`config.mk`:
```
export PLATFORM = sky130hd
export DESIGN_NAME = fpu_host_if
export DESIGN_NICKNAME = d
export VERILOG_FILES = /design/src/rtl/fpu_host_if.sv
export SDC_FILE = /design/constraint.sdc
export NUM_CORES = 1
export LEC_CHECK = 0
export CAP_MARGIN = 20
export CORE_MARGIN = 4
export CORE_UTILIZATION = 25
export CTS_BUF_LIST = sky130_fd_sc_hd__clkbuf_8
export DETAILED_ROUTE_END_ITERATION = 7
export GPL_ROUTABILITY_DRIVEN = 0
export HOLD_SLACK_MARGIN = 0.06
export PLACE_DENSITY = 0.48
export SLEW_MARGIN = 40
export SYNTH_ARGS = -nofsm -noshare
export SYNTH_HDL_FRONTEND = slang
export SYNTH_SLANG_ARGS = --single-unit
```
`constraint.sdc`:
```
create_clock -name clk -period 5.7 [get_ports clk]
set_input_delay 0.57 -clock clk [delete_from_list [all_inputs] [get_ports clk]]
set_output_delay 0.57 -clock clk [all_outputs]
set_load 0.005 [all_outputs]
```
`src/rtl/fpu_host_if.sv`:
```
// Host-side bus interface for the FPU core: byte-lane operand staging, command
// queue, single-issue dispatcher and result queue with cmd_end/end_ack handshake.
module fpu_host_if #(
  parameter int BUS_W   = 8,
  parameter int Q_DEPTH = 4,
  parameter int OPC_W   = 4
) (
  input  logic             clk,
  input  logic             arst,
  input  logic             cs,
  input  logic             rd,
  input  logic             wr,
  input  logic [3:0]       addr,
  input  logic [BUS_W-1:0] databus_in,
  output logic [BUS_W-1:0] databus_out,
  input  logic             end_ack,
  output logic             cmd_end,
  output logic             busy,
  output logic             core_start,
  output logic [OPC_W-1:0] core_op,
  output logic [31:0]      core_a,
  output logic [31:0]      core_b,
  input  logic             core_done,
  input  logic [31:0]      core_result
);

  localparam int LANES = 32 / BUS_W;
  localparam int AW    = $clog2(Q_DEPTH);
  localparam int CNT_W = AW + 1;
  localparam int CMD_W = OPC_W + 64;

  typedef enum logic [1:0] {IDLE, ISSUE, WAIT, WBACK} state_t;

  state_t state, state_next;

  logic             wr_q, ack_q, pop_q;
  logic [31:0]      op_a, op_b;
  logic [OPC_W-1:0] op_code;
  logic             overflow, underflow, discard;
  logic [31:0]      res_latch;

  logic [CMD_W-1:0] cmd_mem [Q_DEPTH];
  logic [AW-1:0]    cmd_wp, cmd_rp;
  logic [CNT_W-1:0] cmd_cnt;
  logic [31:0]      res_mem [Q_DEPTH];
  logic [AW-1:0]    res_wp, res_rp;
  logic [CNT_W-1:0] res_cnt;

  logic wr_commit, do_push, do_flush, do_clear, ack_rise;
  logic cmd_full, cmd_empty, res_full, res_empty;
  logic cmd_wr_en, cmd_rd_en, res_wr_en, res_rd_en, issue;
  logic [31:0]      res_head;
  logic [5:0]       status;
  logic [BUS_W-1:0] rdata;

  // A write commits on the trailing (rising) edge of the sampled write strobe.
  assign wr_commit = !cs && wr && !wr_q;
  assign do_push   = wr_commit && (addr == 4'h9);
  assign do_flush  = wr_commit && (addr == 4'hE);
  assign do_clear  = wr_commit && (addr == 4'hF);
  assign ack_rise  = end_ack && !ack_q;

  assign cmd_full  = (cmd_cnt == CNT_W'(Q_DEPTH));
  assign cmd_empty = (cmd_cnt == '0);
  assign res_full  = (res_cnt == CNT_W'(Q_DEPTH));
  assign res_empty = (res_cnt == '0);

  assign cmd_wr_en = do_push && !cmd_full;
  assign res_rd_en = ack_rise && !res_empty;

  assign busy     = (state != IDLE) || !cmd_empty;
  assign res_head = res_empty ? 32'd0 : res_mem[res_rp];
  assign status   = {underflow, overflow, state != IDLE, !res_empty, cmd_empty, cmd_full};

  // NOTE: sequential state uses non-blocking assignments so every register
  // samples pre-edge values regardless of block ordering.
  always_ff @(posedge clk) begin
    if (arst) begin
      wr_q      <= 1'b1;
      ack_q     <= 1'b0;
      op_a      <= '0;
      op_b      <= '0;
      op_code   <= '0;
      overflow  <= 1'b0;
      underflow <= 1'b0;
    end else begin
      wr_q  <= wr;
      ack_q <= end_ack;
      if (wr_commit) begin
        for (int k = 0; k < LANES; k++) begin
          if (addr == 4'(k))     op_a[k*BUS_W +: BUS_W] <= databus_in;
          if (addr == 4'(4 + k)) op_b[k*BUS_W +: BUS_W] <= databus_in;
        end
        if (addr == 4'h8) op_code <= databus_in[OPC_W-1:0];
      end
      if (do_push && cmd_full)        overflow  <= 1'b1;
      else if (do_clear)              overflow  <= 1'b0;
      if (ack_rise && res_empty)      underflow <= 1'b1;
      else if (do_clear)              underflow <= 1'b0;
    end
  end

  // NOTE: FIFO storage is deliberately left unreset; emptiness is tracked
  // solely by the pointers and counts, so stale contents are never observed.
  always_ff @(posedge clk) begin
    if (cmd_wr_en) cmd_mem[cmd_wp] <= {op_code, op_a, op_b};
    if (res_wr_en) res_mem[res_wp] <= res_latch;
  end

  always_ff @(posedge clk) begin
    if (arst || do_flush) begin
      cmd_wp  <= '0;
      cmd_rp  <= '0;
      cmd_cnt <= '0;
      res_wp  <= '0;
      res_rp  <= '0;
      res_cnt <= '0;
    end else begin
      if (cmd_wr_en) cmd_wp <= cmd_wp + AW'(1);
      if (cmd_rd_en) cmd_rp <= cmd_rp + AW'(1);
      cmd_cnt <= cmd_cnt + CNT_W'(cmd_wr_en) - CNT_W'(cmd_rd_en);
      if (res_wr_en) res_wp <= res_wp + AW'(1);
      if (res_rd_en) res_rp <= res_rp + AW'(1);
      res_cnt <= res_cnt + CNT_W'(res_wr_en) - CNT_W'(res_rd_en);
    end
  end

  always_ff @(posedge clk) begin
    if (arst) state <= IDLE;
    else      state <= state_next;
  end

  // NOTE: every always_comb output gets a default first so no latch is inferred.
  always_comb begin
    state_next = state;
    issue      = 1'b0;
    cmd_rd_en  = 1'b0;
    res_wr_en  = 1'b0;
    unique case (state)
      IDLE:  if (!cmd_empty && !do_flush) state_next = ISSUE;
      ISSUE: begin
        issue      = 1'b1;
        cmd_rd_en  = 1'b1;
        state_next = WAIT;
      end
      WAIT:  if (core_done) state_next = WBACK;
      WBACK: begin
        if (discard || do_flush) begin
          state_next = IDLE;
        end else if (!res_full) begin
          res_wr_en  = 1'b1;
          state_next = IDLE;
        end
      end
      default: state_next = IDLE;
    endcase
  end

  always_ff @(posedge clk) begin
    if (arst) begin
      core_start <= 1'b0;
      core_op    <= '0;
      core_a     <= '0;
      core_b     <= '0;
      res_latch  <= '0;
      discard    <= 1'b0;
    end else begin
      core_start <= issue;
      if (issue) {core_op, core_a, core_b} <= cmd_mem[cmd_rp];
      if (state == WAIT && core_done) res_latch <= core_result;
      // A flush with a command in flight drops that command's result.
      if (state == WBACK && state_next == IDLE) discard <= 1'b0;
      else if (do_flush && state != IDLE)       discard <= 1'b1;
    end
  end

  always_comb begin
    rdata = '0;
    if (addr == 4'h8) rdata = BUS_W'(status);
    for (int k = 0; k < LANES; k++)
      if (addr == 4'(9 + k)) rdata = res_head[k*BUS_W +: BUS_W];
  end

  // cmd_end is held low for two cycles after a pop so each result gives a new edge.
  always_ff @(posedge clk) begin
    if (arst) begin
      databus_out <= '0;
      cmd_end     <= 1'b0;
      pop_q       <= 1'b0;
    end else begin
      databus_out <= (!cs && !rd) ? rdata : '0;
      pop_q       <= res_rd_en;
      cmd_end     <= !res_empty && !res_rd_en && !pop_q;
    end
  end

endmodule

```
==> results of run 1 <==
==> final timing paths <==
check / startpoint / cells past startpoint / endpoint
setup / recovery: addr[2] / 11 / cmd_cnt[2]
hold / removal: arst / 2 / res_latch[19]
setup reg to reg: wr_q / 10 / cmd_cnt[2]
hold reg to reg: pop_q / 1 / cmd_end
==> area by class of cell <==
class / instances / share of cell area [%]
multi-input cells: 706 / 21.1
inverters: 20 / 0.284
clock inverters: 81 / 1.61
repair buffers: 159 / 6.13
flip-flops and latches: 602 / 59.9
well taps: 1155 / 5.39
clock buffers: 109 / 5.59
==> through the flow <==
stage	area, um2	std cells
floorplan	22100	1415
global placement	24600	2627
detailed placement	24900	2640
CTS	26800	2830
global route	26800	2832
finish	26800	2832
==> cell usage after synthesis (4+ instances only) <==
master,number
nor2_1,91
inv_1,19
xor2_1,4
dfxtp_1,202
nand3_1,15
a22oi_1,4
buf_2,13
mux2i_1,81
xnor2_1,5
and3_1,5
o221ai_1,4
and2_1,5
o21ai_0,8
buf_1,9
or3_1,5
nand2b_1,7
mux4_2,96
nor3_1,9
nand2_1,208
a21oi_1,105
clkbuf_1,63
a31oi_1,4
edfxtp_1,400
ha_1,12
==> sequential cells by signal, indices dropped and copies added (netlist names), 2 cells and up, named ones only <==
register / count
core_a: 32
res_mem: 128
cmd_rp: 2
cmd_wp: 2
op_b: 32
op_a: 32
core_op: 4
databus_out: 8
res_wp: 2
res_rp: 2
res_latch: 32
state: 2
res_cnt: 3
cmd_mem: 272
op_code: 4
core_b: 32
cmd_cnt: 3
==> per-layer routing <==
layer,GRT usage (%),share of wire [%],routed length [um],up-vias
li1,-,-,-,5628
met1,14.5,45,23400,6038
met2,18.5,48,25200,273
met3,3.03,5.1,2660,92
met4,3.03,2.2,1170,0
met5,0,0,0,-
==> cell families (layout without fill, tap and decap cells) <==
| family | after synthesis | in the layout |
|---|---|---|
| multiplexers | 177 | 177 |
| buffers and inverters | 107 | 369 |
| AO/OA/AOI/OAI | 135 | 135 |
| adder cells (fa/ha/maj) | 14 | 14 |
| flip-flops | 602 | 602 |
| AND/OR/NAND/NOR | 371 | 371 |
| XOR/XNOR | 9 | 9 |
==> report_power, final <==
part	switching, W	internal (W)
sequential	0.000197	0.00483
clock	0.00174	0.00187
combinational	0.000861	0.000887
total	0.00279	0.00759
==> cell usage in the layout (no fill, tap or decap), types with 3 or more instances in the layout <==
master / instances
nand2b_1: 6
clkinv_1: 25
a31oi_1: 4
clkinv_2: 12
mux4_2: 96
nor3_1: 9
clkinvlp_4: 4
o21ai_0: 8
nor2_1: 90
clkbuf_8: 109
dfxtp_1: 198
nor3_4: 3
inv_12: 3
a21oi_1: 105
buf_2: 5
ha_1: 12
buf_4: 18
and3_4: 4
inv_1: 53
nor3b_1: 3
a22oi_1: 4
and2_4: 4
nor2b_1: 3
edfxtp_1: 400
nand2_1: 208
nand3_1: 15
xor2_1: 4
mux2i_1: 81
or3_1: 5
o221ai_1: 4
dfxtp_4: 3
clkdlybuf4s50_1: 123
xnor2_1: 5
o22ai_1: 3
buf_12: 8
==> metrics, run 1 <==
status=finished, final reports clean; crit share post-route=56.0%; headroom to the max-slew limit=41.7%; number of setup violations in the final report=0; net count of the finished layout=1654; actual slew at the worst max-slew pin=0.872 ns; standard cell with the maximum stage delay on the critical path=clkdlybuf4s50_1; adder-cell share of the synthesized area=0.861%; main combinational cell family by area after synthesis=multiplexers; startpoint types=primary input; first-pass GRT wire length=79600 um; required time reported for the critical path endpoint=6.23 ns; wire length reported by the detailed router=52500 um; Max stage delay on crit path=0.75 ns; initial antenna violation count=0; most area-consuming cells after synthesis=edfxtp_1 54%, dfxtp_1 18%, mux4_2 9.8%; area taken by multi-input logic gates=5660 um2; overall die area=93200 um2; internal reg-to-reg setup slack=2.71 ns; cells resized by post-CTS repair=0; Pleak=8.96 nW; layout cells sized above 1=17.2%; dominant delay contributor by cell family on the critical path=simple AND/OR/NAND/NOR gates; diodes inserted=0; Worst VDD drop=0.191 mV; Clock Tree Root=clkbuf_8; Max clock buf depth=3; post-synthesis to final-layout area growth=21.5%; number of buffers inserted by port buffering=129; most used flip-flop cell after synthesis=edfxtp_1; Yosys warning total=0; mapped cell area=22100 um2; clock-pin slew reported for the worst setup and hold paths after clock tree synthesis=0.06 ns; length of the first detailed-routing pass in iterations=5; area fraction of the dominant cell type after synthesis=54.4%; count of unresolved DRC violations after routing=0; Max Fanout on Critical Path=12; via count=12.0k; setup total negative slack=0 ns; number of buffers inserted during clock tree synthesis=100; unrepaired setup endpoints after global routing=no; effective utilization at floorplan=25.3%; overall power of the completed layout=0.0104 W; power per cell area=387 nW/um2; net count of the mapped netlist=1480; total area of sequential cells=16100 um2; hold bufs inserted after CTS=0; sum of overflow across all layers after global routing=0; simple-gate share of the synthesized area=7.34%; antenna-violating nets left=0; core utilization of the finished layout=30.8%; Worst Skew=0.0392 ns; detailed-route vias per instance=4.25; vias in the first global route=12.6k; achievable frequency=313 MHz; H-Tree Level Count=3; core area=87200 um2; Clk Latency, worst-skew pair=0.69 ns; post-CTS setup-driven buffer insertion count=0; min Tclk post-route=3.19 ns; Netlist cell types=49; routed len/inst=18.5 um; Tot GR Track Use=11.2%; final hold slack=0.399 ns; kind of end point of the critical path=register; CTS tree=built; number of max-slew violations in the final report=0; Cell Chain, Critical Path=clkdlybuf4s50_1 > or2b_1 > nor4_4 > inv_1 > ha_1 > inv_1 > ha_1 > fa_1 > xnor2_1 > xnor2_1 > nor2_1; die span in y=305 um; largest net degree at the start of global routing=80; worst setup margin=2.51 ns; fill count=8726; count of routing violations after the opening detailed-route iteration=584; Die Wd=305 um; WP buf/inv=3; Setup Crit Path Kind=primary input to register; compound-gate portion of the synthesized area=3.34%; total number of placement rows=108; multiplexer area fraction after synthesis=13.5%; Max-Cap Viols=0; detailed placer's ending HPWL=31900 um; data arrival time of the critical path=3.72 ns; Post-synth EDFFs=400; Yosys reg bits=602; fraction of registers with async set or reset after synthesis=0%; Seq/Total Area, Yosys=72.7%; DP Worst Slack=1.65 ns; total number of clock tree sinks=602; largest area contributor in the netlist=edfxtp_1; Top Ports=130; worst hold path class=primary input to register; total count of hold-check failures in the final report=0; xor and xnor area share after synthesis=0.357%; synthesized netlist cell count=1415; Post-Synthesis Mean Instance Area=15.6 um2
No activity file was read; power rests on OpenSTA's default activity.
==> run 2, diff against run 1 <==
==> constraint.sdc (replaced) <==
create_clock -name clk -period 3.3 [get_ports clk]
set_input_delay 0.33 -clock clk [delete_from_list [all_inputs] [get_ports clk]]
set_output_delay 0.33 -clock clk [all_outputs]
set_load 0.005 [all_outputs]
==> metrics, run 2 (synthesized netlist as in run 1, its figures left out) <==
status=finished, final reports clean; Die Wd=305 um; core area=87200 um2; effective utilization at floorplan=25.3%; top register by number of flip-flops=cmd_mem; count of routing violations after the opening detailed-route iteration=725; post-synthesis to final-layout area growth=21.9%; setup total negative slack=0 ns; min Tclk post-route=2.74 ns; internal power summed over all cells=0.0132 W; number of setup violations in the final report=0; routed len/inst=18.7 um; post-CTS setup-driven buffer insertion count=0; Max-Cap Viols=0; required time reported for the critical path endpoint=3.83 ns; Cell Chain, Critical Path=or3b_1 > nor4_2 > inv_1 > ha_1 > inv_1 > ha_1 > fa_1 > xnor2_1 > xnor2_1 > nor2_1; largest net degree at the start of global routing=144; number of max-slew violations in the final report=0; worst setup margin=0.559 ns; Max stage delay on crit path=0.48 ns; actual slew at the worst max-slew pin=0.839 ns; via count=12.2k; number of cells in the design after placement=2656; power share of the sequential group=48.1%; number of buffers inserted by port buffering=129; most common cell after layout, fill and taps aside=edfxtp_1; overall die area=93200 um2; top library cells by usage in the layout, fill and taps aside=400 x edfxtp_1, 208 x nand2_1, 199 x dfxtp_1, 126 x clkdlybuf4s50_1, 113 x clkbuf_8; clock-pin slew reported for the worst setup and hold paths after clock tree synthesis=0.07 ns; Worst VDD drop=0.312 mV; final hold slack=0.147 ns; sum of overflow across all layers after global routing=0; cells resized by post-CTS repair=0; vias in the first global route=12.8k; detailed-route vias per instance=4.27; power per cell area=670 nW/um2; first-pass GRT wire length=80500 um; Tot GR Track Use=11.3%; switching share of power=26.8%; net count of the finished layout=1670; length of the first detailed-routing pass in iterations=5; wire length reported by the detailed router=53200 um; Clock Tree Root=clkbuf_8; Max clock buf depth=3; layout cells sized above 1=17.9%; Pleak=9.09 nW; Worst Skew=0.0499 ns; total count of hold-check failures in the final report=0; kind of end point of the critical path=register; CTS tree=built; area taken by multi-input logic gates=5620 um2; detailed placer's ending HPWL=30700 um; relative contribution of combinational cells to total power=16.7%; worst hold path class=primary input to register; DP Worst Slack=0.0697 ns; startpoint types=register; initial antenna violation count=1; Clk Latency, worst-skew pair=0.71 ns; total area of sequential cells=16100 um2; number of buffers inserted during clock tree synthesis=100; crit share post-route=83.1%; die span in y=305 um; Top Ports=130; data arrival time of the critical path=3.27 ns; net load switching power=0.00484 W; standard cell with the maximum stage delay on the critical path=or3b_1; largest registers=cmd_mem x272, res_mem x128; worst hold path depth=3; antenna-violating nets left=0; total number of placement rows=108; H-Tree Level Count=3; count of placed standard cells in the final layout, fillers left out=2846; total number of clock tree sinks=602; clock power share=35.2%; count of unresolved DRC violations after routing=0; headroom to the max-slew limit=43.9%; achievable frequency=365 MHz; unrepaired setup endpoints after global routing=no; depth of the most critical reg-to-reg path=10; flip-flop count of the largest register after layout=272; diodes inserted=0; fill count=8684; Setup Crit Path Kind=register to register; Max Fanout on Critical Path=6
[run 2: stage by stage]
stage / power, W / util [%] / area (um2)
after CTS: 0.0184 / 30.8 / 26900
after global routing: 0.0190 / 30.9 / 26900
after floorplan: 0.0107 / - / 22100
after detailed placement: 0.0120 / 28.6 / 24900
after global placement: 0.0119 / 28.6 / 24900
final: 0.0180 / 30.9 / 26900
[run 2: power groups by stage]
stage	sequential, W	clock (W)	combinational, W
after floorplan	0.00870	0	0.00196
after global placement	0.00882	0	0.00310
after global routing	0.00872	0.00695	0.00333
final	0.00866	0.00635	0.00301
after CTS	0.00868	0.00662	0.00313
after detailed placement	0.00883	0	0.00312
[run 2: cell type report]
| cell class | count | share of cell area [%] |
|---|---|---|
| clock buffers | 113 | 5.78 |
| well taps | 1155 | 5.37 |
| clock inverters | 75 | 1.53 |
| inverters | 20 | 0.279 |
| repair buffers | 175 | 6.49 |
| flip-flops and latches | 602 | 59.7 |
| multi-input cells | 706 | 20.9 |
[run 2: layer usage]
metal	vias to the layer above	routed length, um	GRT usage, %
li1	5646	-	-
met1	6104	23300	14.5
met2	319	25800	19.1
met3	92	3010	3.05
met4	2	1080	2.99
met5	-	13	0
[run 2: final timing paths]
check / end / start / slack [ns]
worst max-delay path: cmd_cnt[2] / wr_q / 0.56
worst min-delay path: op_a[18] / databus_in[2] / 0.15
worst max register to register: cmd_cnt[2] / wr_q / 0.56
worst min register to register: cmd_end / pop_q / 0.44
[run 2: what timing repair did]
action | in CTS | in global routing
hold buffers | 1 | 0
hold endpoints to repair | 34 | 0
endpoints found under the setup margin | 0 | 0
[run 2: critical path: cells and delay by family, from the launching register on]
kind,cells,cell delay [ns]
buffers and inverters,2,0.13
adder cells (fa/ha/maj),3,0.88
XOR/XNOR,2,0.31
AND/OR/NAND/NOR,3,0.92
flip-flops,1,0.32
